==> config.mk <==
export PLATFORM = sky130hd
export DESIGN_NAME = watch_mode_ctrl
export DESIGN_NICKNAME = d
export VERILOG_FILES = /design/src/rtl/watch_pkg.sv /design/src/rtl/btn_cond.sv /design/src/rtl/watch_mode_ctrl.sv
export SDC_FILE = /design/constraint.sdc
export NUM_CORES = 1
export LEC_CHECK = 0
export ABC_AREA = 1
export ABC_CLOCK_PERIOD_IN_PS = 1600
export CAP_MARGIN = 20
export CELL_PAD_IN_SITES_DETAIL_PLACEMENT = 1
export CELL_PAD_IN_SITES_GLOBAL_PLACEMENT = 1
export CORE_ASPECT_RATIO = 1.1
export CORE_MARGIN = 1
export CORE_UTILIZATION = 44
export CTS_BUF_LIST = sky130_fd_sc_hd__clkbuf_8 sky130_fd_sc_hd__clkbuf_16
export CTS_CLUSTER_SIZE = 12
export DETAILED_ROUTE_END_ITERATION = 8
export GPL_TIMING_DRIVEN = 0
export MAX_ROUTING_LAYER = met4
export PLACE_DENSITY = 0.82
export SYNTH_ARGS = -nofsm -noshare
export SYNTH_HDL_FRONTEND = slang
export SYNTH_SLANG_ARGS = --single-unit
==> constraint.sdc <==
create_clock -name clk -period 1.6 [get_ports clk]
set_input_delay 0.24 -clock clk [delete_from_list [all_inputs] [get_ports clk]]
set_output_delay 0.24 -clock clk [all_outputs]
set_load 0.005 [all_outputs]
==> src/rtl/watch_pkg.sv <==
// Shared encodings and default timing constants for the watch mode sequencer.
// Mode values are what the display/counter blocks decode directly.
package watch_pkg;

    typedef enum logic [1:0] {
        MODE_CLOCK     = 2'b00,
        MODE_SET       = 2'b01,
        MODE_STOPWATCH = 2'b10,
        MODE_ALARM     = 2'b11
    } mode_e;

    // 50 MHz core: 100 Hz tick, 20 ms debounce window.
    localparam int TICK_DIV_DEF  = 500000;
    localparam int DB_CYCLES_DEF = 1000000;

    function automatic mode_e next_mode(input mode_e m);
        mode_e n;
        case (m)
            MODE_CLOCK:     n = MODE_SET;
            MODE_SET:       n = MODE_STOPWATCH;
            MODE_STOPWATCH: n = MODE_ALARM;
            default:        n = MODE_CLOCK;
        endcase
        return n;
    endfunction

endpackage

==> src/rtl/btn_cond.sv <==
// Raw button -> one-cycle press pulse: 2-flop sync, optional debounce (WATCH_DEBOUNCE_EN), rising-edge detect.
// Latency 3 cycles from raw rise (2 + DB_CYCLES + 1 with debounce); no backpressure, a held button yields one pulse.
module btn_cond
    import watch_pkg::*;
#(
    parameter int DB_CYCLES = DB_CYCLES_DEF
) (
    input  logic clk,
    input  logic rst_n,
    input  logic i_btn,
    output logic o_press
);

    logic r_sync1;
    logic r_sync2;
    logic r_lvl_d;
    logic r_press;
    logic w_lvl;

    always_ff @(posedge clk or negedge rst_n) begin
        if (!rst_n) begin
            r_sync1 <= 1'b0;
            r_sync2 <= 1'b0;
        end else begin
            r_sync1 <= i_btn;
            r_sync2 <= r_sync1;
        end
    end

`ifdef WATCH_DEBOUNCE_EN
    localparam int DB_W = $clog2(DB_CYCLES);

    logic [DB_W-1:0] r_db_cnt;
    logic            r_stable;

    // Any cycle that agrees with the accepted level restarts the window.
    always_ff @(posedge clk or negedge rst_n) begin
        if (!rst_n) begin
            r_db_cnt <= '0;
            r_stable <= 1'b0;
        end else if (r_sync2 != r_stable) begin
            if (r_db_cnt == DB_W'(DB_CYCLES - 1)) begin
                r_stable <= r_sync2;
                r_db_cnt <= '0;
            end else begin
                r_db_cnt <= r_db_cnt + 1'b1;
            end
        end else begin
            r_db_cnt <= '0;
        end
    end

    assign w_lvl = r_stable;
`else
    assign w_lvl = r_sync2;
`endif

    always_ff @(posedge clk or negedge rst_n) begin
        if (!rst_n) begin
            r_lvl_d <= 1'b0;
            r_press <= 1'b0;
        end else begin
            r_lvl_d <= w_lvl;
            r_press <= w_lvl & ~r_lvl_d;
        end
    end

    assign o_press = r_press;

endmodule

==> src/rtl/watch_mode_ctrl.sv <==
// Watch sequencer: conditions three buttons, steps clock/set/stopwatch/alarm, drives stopwatch run/clear and tick.
// Outputs update one cycle after an internal press pulse; no backpressure. Debounce via WATCH_DEBOUNCE_EN.
module watch_mode_ctrl
    import watch_pkg::*;
#(
    parameter int TICK_DIV  = TICK_DIV_DEF,
    parameter int DB_CYCLES = DB_CYCLES_DEF
) (
    input  logic       clk,
    input  logic       rst_n,
    input  logic       btn_mode,
    input  logic       btn_start,
    input  logic       btn_clr,
    output logic [1:0] mode,
    output logic       start_pause,
    output logic       clr,
    output logic       tick
);

    localparam int TW = $clog2(TICK_DIV);

    logic w_press_mode;
    logic w_press_start;
    logic w_press_clr;
    logic w_in_sw;
    logic w_start_eff;
    logic w_clr_eff;
    logic w_tick;

    mode_e           r_mode;
    logic            r_start_pause;
    logic            r_clr;
    logic [TW-1:0]   r_tick_cnt;

    btn_cond #(.DB_CYCLES(DB_CYCLES)) u_btn_mode (
        .clk     (clk),
        .rst_n   (rst_n),
        .i_btn   (btn_mode),
        .o_press (w_press_mode)
    );

    btn_cond #(.DB_CYCLES(DB_CYCLES)) u_btn_start (
        .clk     (clk),
        .rst_n   (rst_n),
        .i_btn   (btn_start),
        .o_press (w_press_start)
    );

    btn_cond #(.DB_CYCLES(DB_CYCLES)) u_btn_clr (
        .clk     (clk),
        .rst_n   (rst_n),
        .i_btn   (btn_clr),
        .o_press (w_press_clr)
    );

    // A mode press in the same cycle wins over start and clear.
    assign w_in_sw     = (r_mode == MODE_STOPWATCH);
    assign w_start_eff = w_press_start & w_in_sw & ~w_press_mode;
    assign w_clr_eff   = w_press_clr   & w_in_sw & ~w_press_mode;
    assign w_tick      = (r_tick_cnt == TW'(TICK_DIV - 1));

    always_ff @(posedge clk or negedge rst_n) begin
        if (!rst_n) begin
            r_tick_cnt <= '0;
        end else if (w_clr_eff || w_tick) begin
            r_tick_cnt <= '0;
        end else begin
            r_tick_cnt <= r_tick_cnt + 1'b1;
        end
    end

    always_ff @(posedge clk or negedge rst_n) begin
        if (!rst_n) begin
            r_mode        <= MODE_CLOCK;
            r_start_pause <= 1'b1;
            r_clr         <= 1'b0;
        end else begin
            if (w_press_mode) begin
                r_mode <= next_mode(r_mode);
                if (w_in_sw) begin
                    r_start_pause <= 1'b1;
                end
            end else if (w_start_eff) begin
                r_start_pause <= ~r_start_pause;
            end

            // Held until a tick has been seen so a tick-paced counter samples it.
            if (w_clr_eff) begin
                r_clr <= 1'b1;
            end else if (w_tick) begin
                r_clr <= 1'b0;
            end
        end
    end

    assign mode        = r_mode;
    assign start_pause = r_start_pause;
    assign clr         = r_clr;
    assign tick        = w_tick;

endmodule

==> results.md, run 1 <==
* Reg2reg start: r_tick_cnt[11]
* Clock transition at the registers of the reported paths at 0.08 ns
* Via density at 5.15
* Htree depth at 2
* DRT Wirelength at 4570 µm
* Multi-input logic area at 744 µm²
* Port bufs at 9
* Starting density of the core at 47.6%
* Fill count at 414
* Synth Area in Simple Gates at 30.2%
* Startpoint types: register
* Gate power share at roughly 30%
* Period utilization at 100%
* Max IR drop VDD at approximately 750 µV
* Maximum clock rate at 625 MHz
* Tot Pwr at 0.00297 W
* Drt pass-1 iters at 4
* CP Class: register to primary output
* TritonCTS clock tree: built
* Gpl congestion at 0.831
* Internal Pwr Total at ~0.0020 W
* Full die area at 4000 µm²
* CP Capture Type: primary output
* Die Y at 66.2 µm
* Largest net degree at the start of global routing at 36
* Sequential power share at about 41%
* Met1 WL at 1820 µm
* Cell Area, Placed at 1800 µm²
* Synth Area in Adders at 3.03%
* Slowest stage delay, CP at 0.40 ns
* Crit-path slowest cell: dfrtp_1
* Switching pwr at a little under 0.001 W
* Post-synthesis mux area share at 0%
* Clk sink count at 35
* Syn-to-layout area delta at 24.3%
* HPWL Detailed at 2710 µm
* DRT iter0 DRCs at 55
* Worst EP arrival at 1.36 ns
* Max Cap Viol at 0
* DR vias at 1349
* Reg with most FFs: r_tick_cnt
* Final Hold Viols at 0
* Synth Area in XOR/XNOR at ~6%
* FF-to-FF path depth at 8
* GRT overflow at 0
* Largest register FFs at 19
* Hold_ws at 0.0239 ns
* PwrDens at 1450 nW/µm²
* Register bit count reported by yosys at 35
* Syn nets at 194
* Clock Tree Root: clkbuf_8
* Crit path max fanout at 2
* YS warnings at 0
* # setup viols final at 0
* Row count at 22
* # DRC at 0
* Worst r2r dst: r_tick_cnt[8]
* Max Slew Vio Count at 0
* Metal3 WL at 153 µm
* Sequential share of the synthesized area at approximately 53%
* Worst slack at placement at -0.345 ns
* Synth Instances at 185
* Sw Ratio at between 30% and 40%
* Worst hold path class: input pin to async pin
* Uppermost layer routed: met4
* Num CTS Buffers at 5
* Synth Area per Inst at 8.92 µm²
* Share of cells above drive strength 1 at 21.0%
* Metal2 WL at about 2500 µm
* Initial antenna violation count at 0
* WP buf/inv at 2
* Vias in the first global route at 1527
* Post-DRT Antenna Nets at 0
* Reg area at 878 µm²
* Worst Max-Slew Pin Slew at 0.785 ns
* Final std cell area, no fill at roughly 2100 µm²
* CP cell instances: nor2_1 > nand3b_1 > nor2_2 > nand3_4 > inv_2 > buf_6
* Drt wl/cell at about 17 µm
* Worst Path Required at 1.36 ns
* Minimum clock period at 1.60 ns
* Compound-Gate Fraction of Synth Area at 3.49%
* Total Nets Final at between 200 and 250
* Core area at 3470 µm²
* Top delay family on crit path: simple AND/OR/NAND/NOR gates
* Clock share of power at 28.7%
* Total GRT Usage at 26.9%
* Synth cell types at 19
* R2r setup slk at around 0.060 ns
* Inserted Diodes at 0
* Rel. slew slack at 47.7%
* LEAKAGE at about 0.9 nW
* Mapped Area at about 1700 µm²
* RSZ-0062 raised after global routing: true
* Setup ws final at 0.000541 ns
* Die width at 60.4 µm
* Main combinational cell family by area after synthesis: simple AND/OR/NAND/NOR gates
* Clk buf depth at 2
* Outcome: complete, no violations
* First-pass GRT wire length at 7410 µm
* Worst-Skew Late Latency at 0.29 ns
* Worst Skew at around 0.0083 ns
* I/O Pins at 10
[worst max-delay path by stage]
stage,startpoint,slack (ns),endpoint,depth (start not counted)
floorplan,r_tick_cnt[0],0.25,r_tick_cnt[6],7
global placement,rst_n,-0.40,r_tick_cnt[12],1
detailed placement,r_tick_cnt[0],-0.35,tick,6
CTS,r_tick_cnt[11],0.03,tick,6
global route,r_tick_cnt[9],-0.03,tick,6
finish,r_tick_cnt[11],0.0005,tick,6
[routing by layer]
layer,GRT usage [%],up-vias
met3,4.89,15
met1,31.4,670
met5,-,-
met2,44.0,35
li1,-,629
met4,13.4,0
[worst register-to-register path, cell delays in order (launching register included)]
cell	delay, ns
dfrtp_1	0.40
nor2_1	0.12
nand3b_1	0.11
nor2_2	0.19
nand3_4	0.10
buf_4	0.15
nand2_4	0.14
buf_8	0.17
nor2_1	0.06
[stage by stage]
stage          instances  utilization (%)  setup TNS (ns)
2_1_floorplan        185                -               0
6_report             262             59.1               0
3_3_place_gp         242             51.9          -13.97
3_5_place_dp         242             51.8          -0.703
5_1_grt              262             59.1         -0.0324
4_1_cts              258             57.5               0
[area by class of cell]
cell class / count / area share [%]
Buffer: 1 / 0.732
Clock buffer: 6 / 4.03
Clock inverter: 2 / 1.89
Inverter: 15 / 2.75
Multi-Input combinational cell: 134 / 36.3
Sequential cell: 35 / 42.8
Tap cell: 48 / 2.93
Timing Repair Buffer: 21 / 8.54
[cells in the mapped netlist]
| cell type | instances | area share [%] |
|---|---|---|
| buf_8 | 1 | 0.91 |
| dfrtp_1 | 34 | 52 |
| dfstp_2 | 1 | 1.6 |
| ha_1 | 4 | 3.0 |
| inv_1 | 15 | 3.4 |
| nand2_1 | 36 | 8.2 |
| nand2_2 | 5 | 1.9 |
| nand2_4 | 1 | 0.68 |
| nand3_1 | 11 | 3.3 |
| nand3_2 | 1 | 0.61 |
| nand3b_1 | 2 | 0.91 |
| nand4_1 | 2 | 0.76 |
| nor2_1 | 45 | 10 |
| nor2_2 | 4 | 1.5 |
| nor2_4 | 3 | 2.0 |
| o21ai_0 | 4 | 1.2 |
| o21bai_1 | 5 | 2.3 |
| xnor2_1 | 2 | 1.1 |
| xor2_1 | 9 | 4.8 |
[cells by family (layout without fill, tap and decap cells)]
family	count (synthesis)	after routing
AND/OR/NAND/NOR	110	110
XOR/XNOR	11	11
AO/OA/AOI/OAI	9	9
flip-flops	35	35
buffers and inverters	16	45
adder cells (fa/ha/maj)	4	4
[repair_timing]
item,CTS,global route
endpoints found under the setup margin,12,11
gates resized for setup,11,6
endpoints found under the hold margin,0,0
pin swaps,5,5
hold buffers,0,0
setup buffers,8,4
[layout by cell type (no fill, tap or decap)]
cell type	instances
inv_6	1
nand2_2	5
nand3b_1	2
inv_1	14
o21ai_0	4
nand2_4	1
dfrtp_2	1
nor2_1	42
dfrtp_1	33
ha_1	3
buf_6	1
bufinv_16	1
nand2_1	36
nor2_4	5
ha_4	1
buf_8	1
clkbuf_8	6
dlygate4sd2_1	1
buf_2	1
clkdlybuf4s50_1	6
nand3_2	1
nand3_4	1
nand3_1	10
xor2_1	9
inv_2	1
dfstp_2	1
buf_4	12
xnor2_1	2
nor2_2	5
nand4_1	2
o21bai_1	5
[power groups by stage]
stage	combinational, W	clock, W	sequential (W)
after floorplan	0.000432	0	0.00120
after global placement	0.000617	0	0.00121
after detailed placement	0.000665	0	0.00124
after CTS	0.000795	0.000857	0.00121
after global routing	0.00100	0.000913	0.00124
final	0.000896	0.000854	0.00122
No activity file was read; power rests on OpenSTA's default activity.
==> run 2, diff against run 1 <==
- SKIP_LAST_GASP: default -> 1
==> results of run 2 <==
Final layout, timing and power as in run 1 (identical DEF).
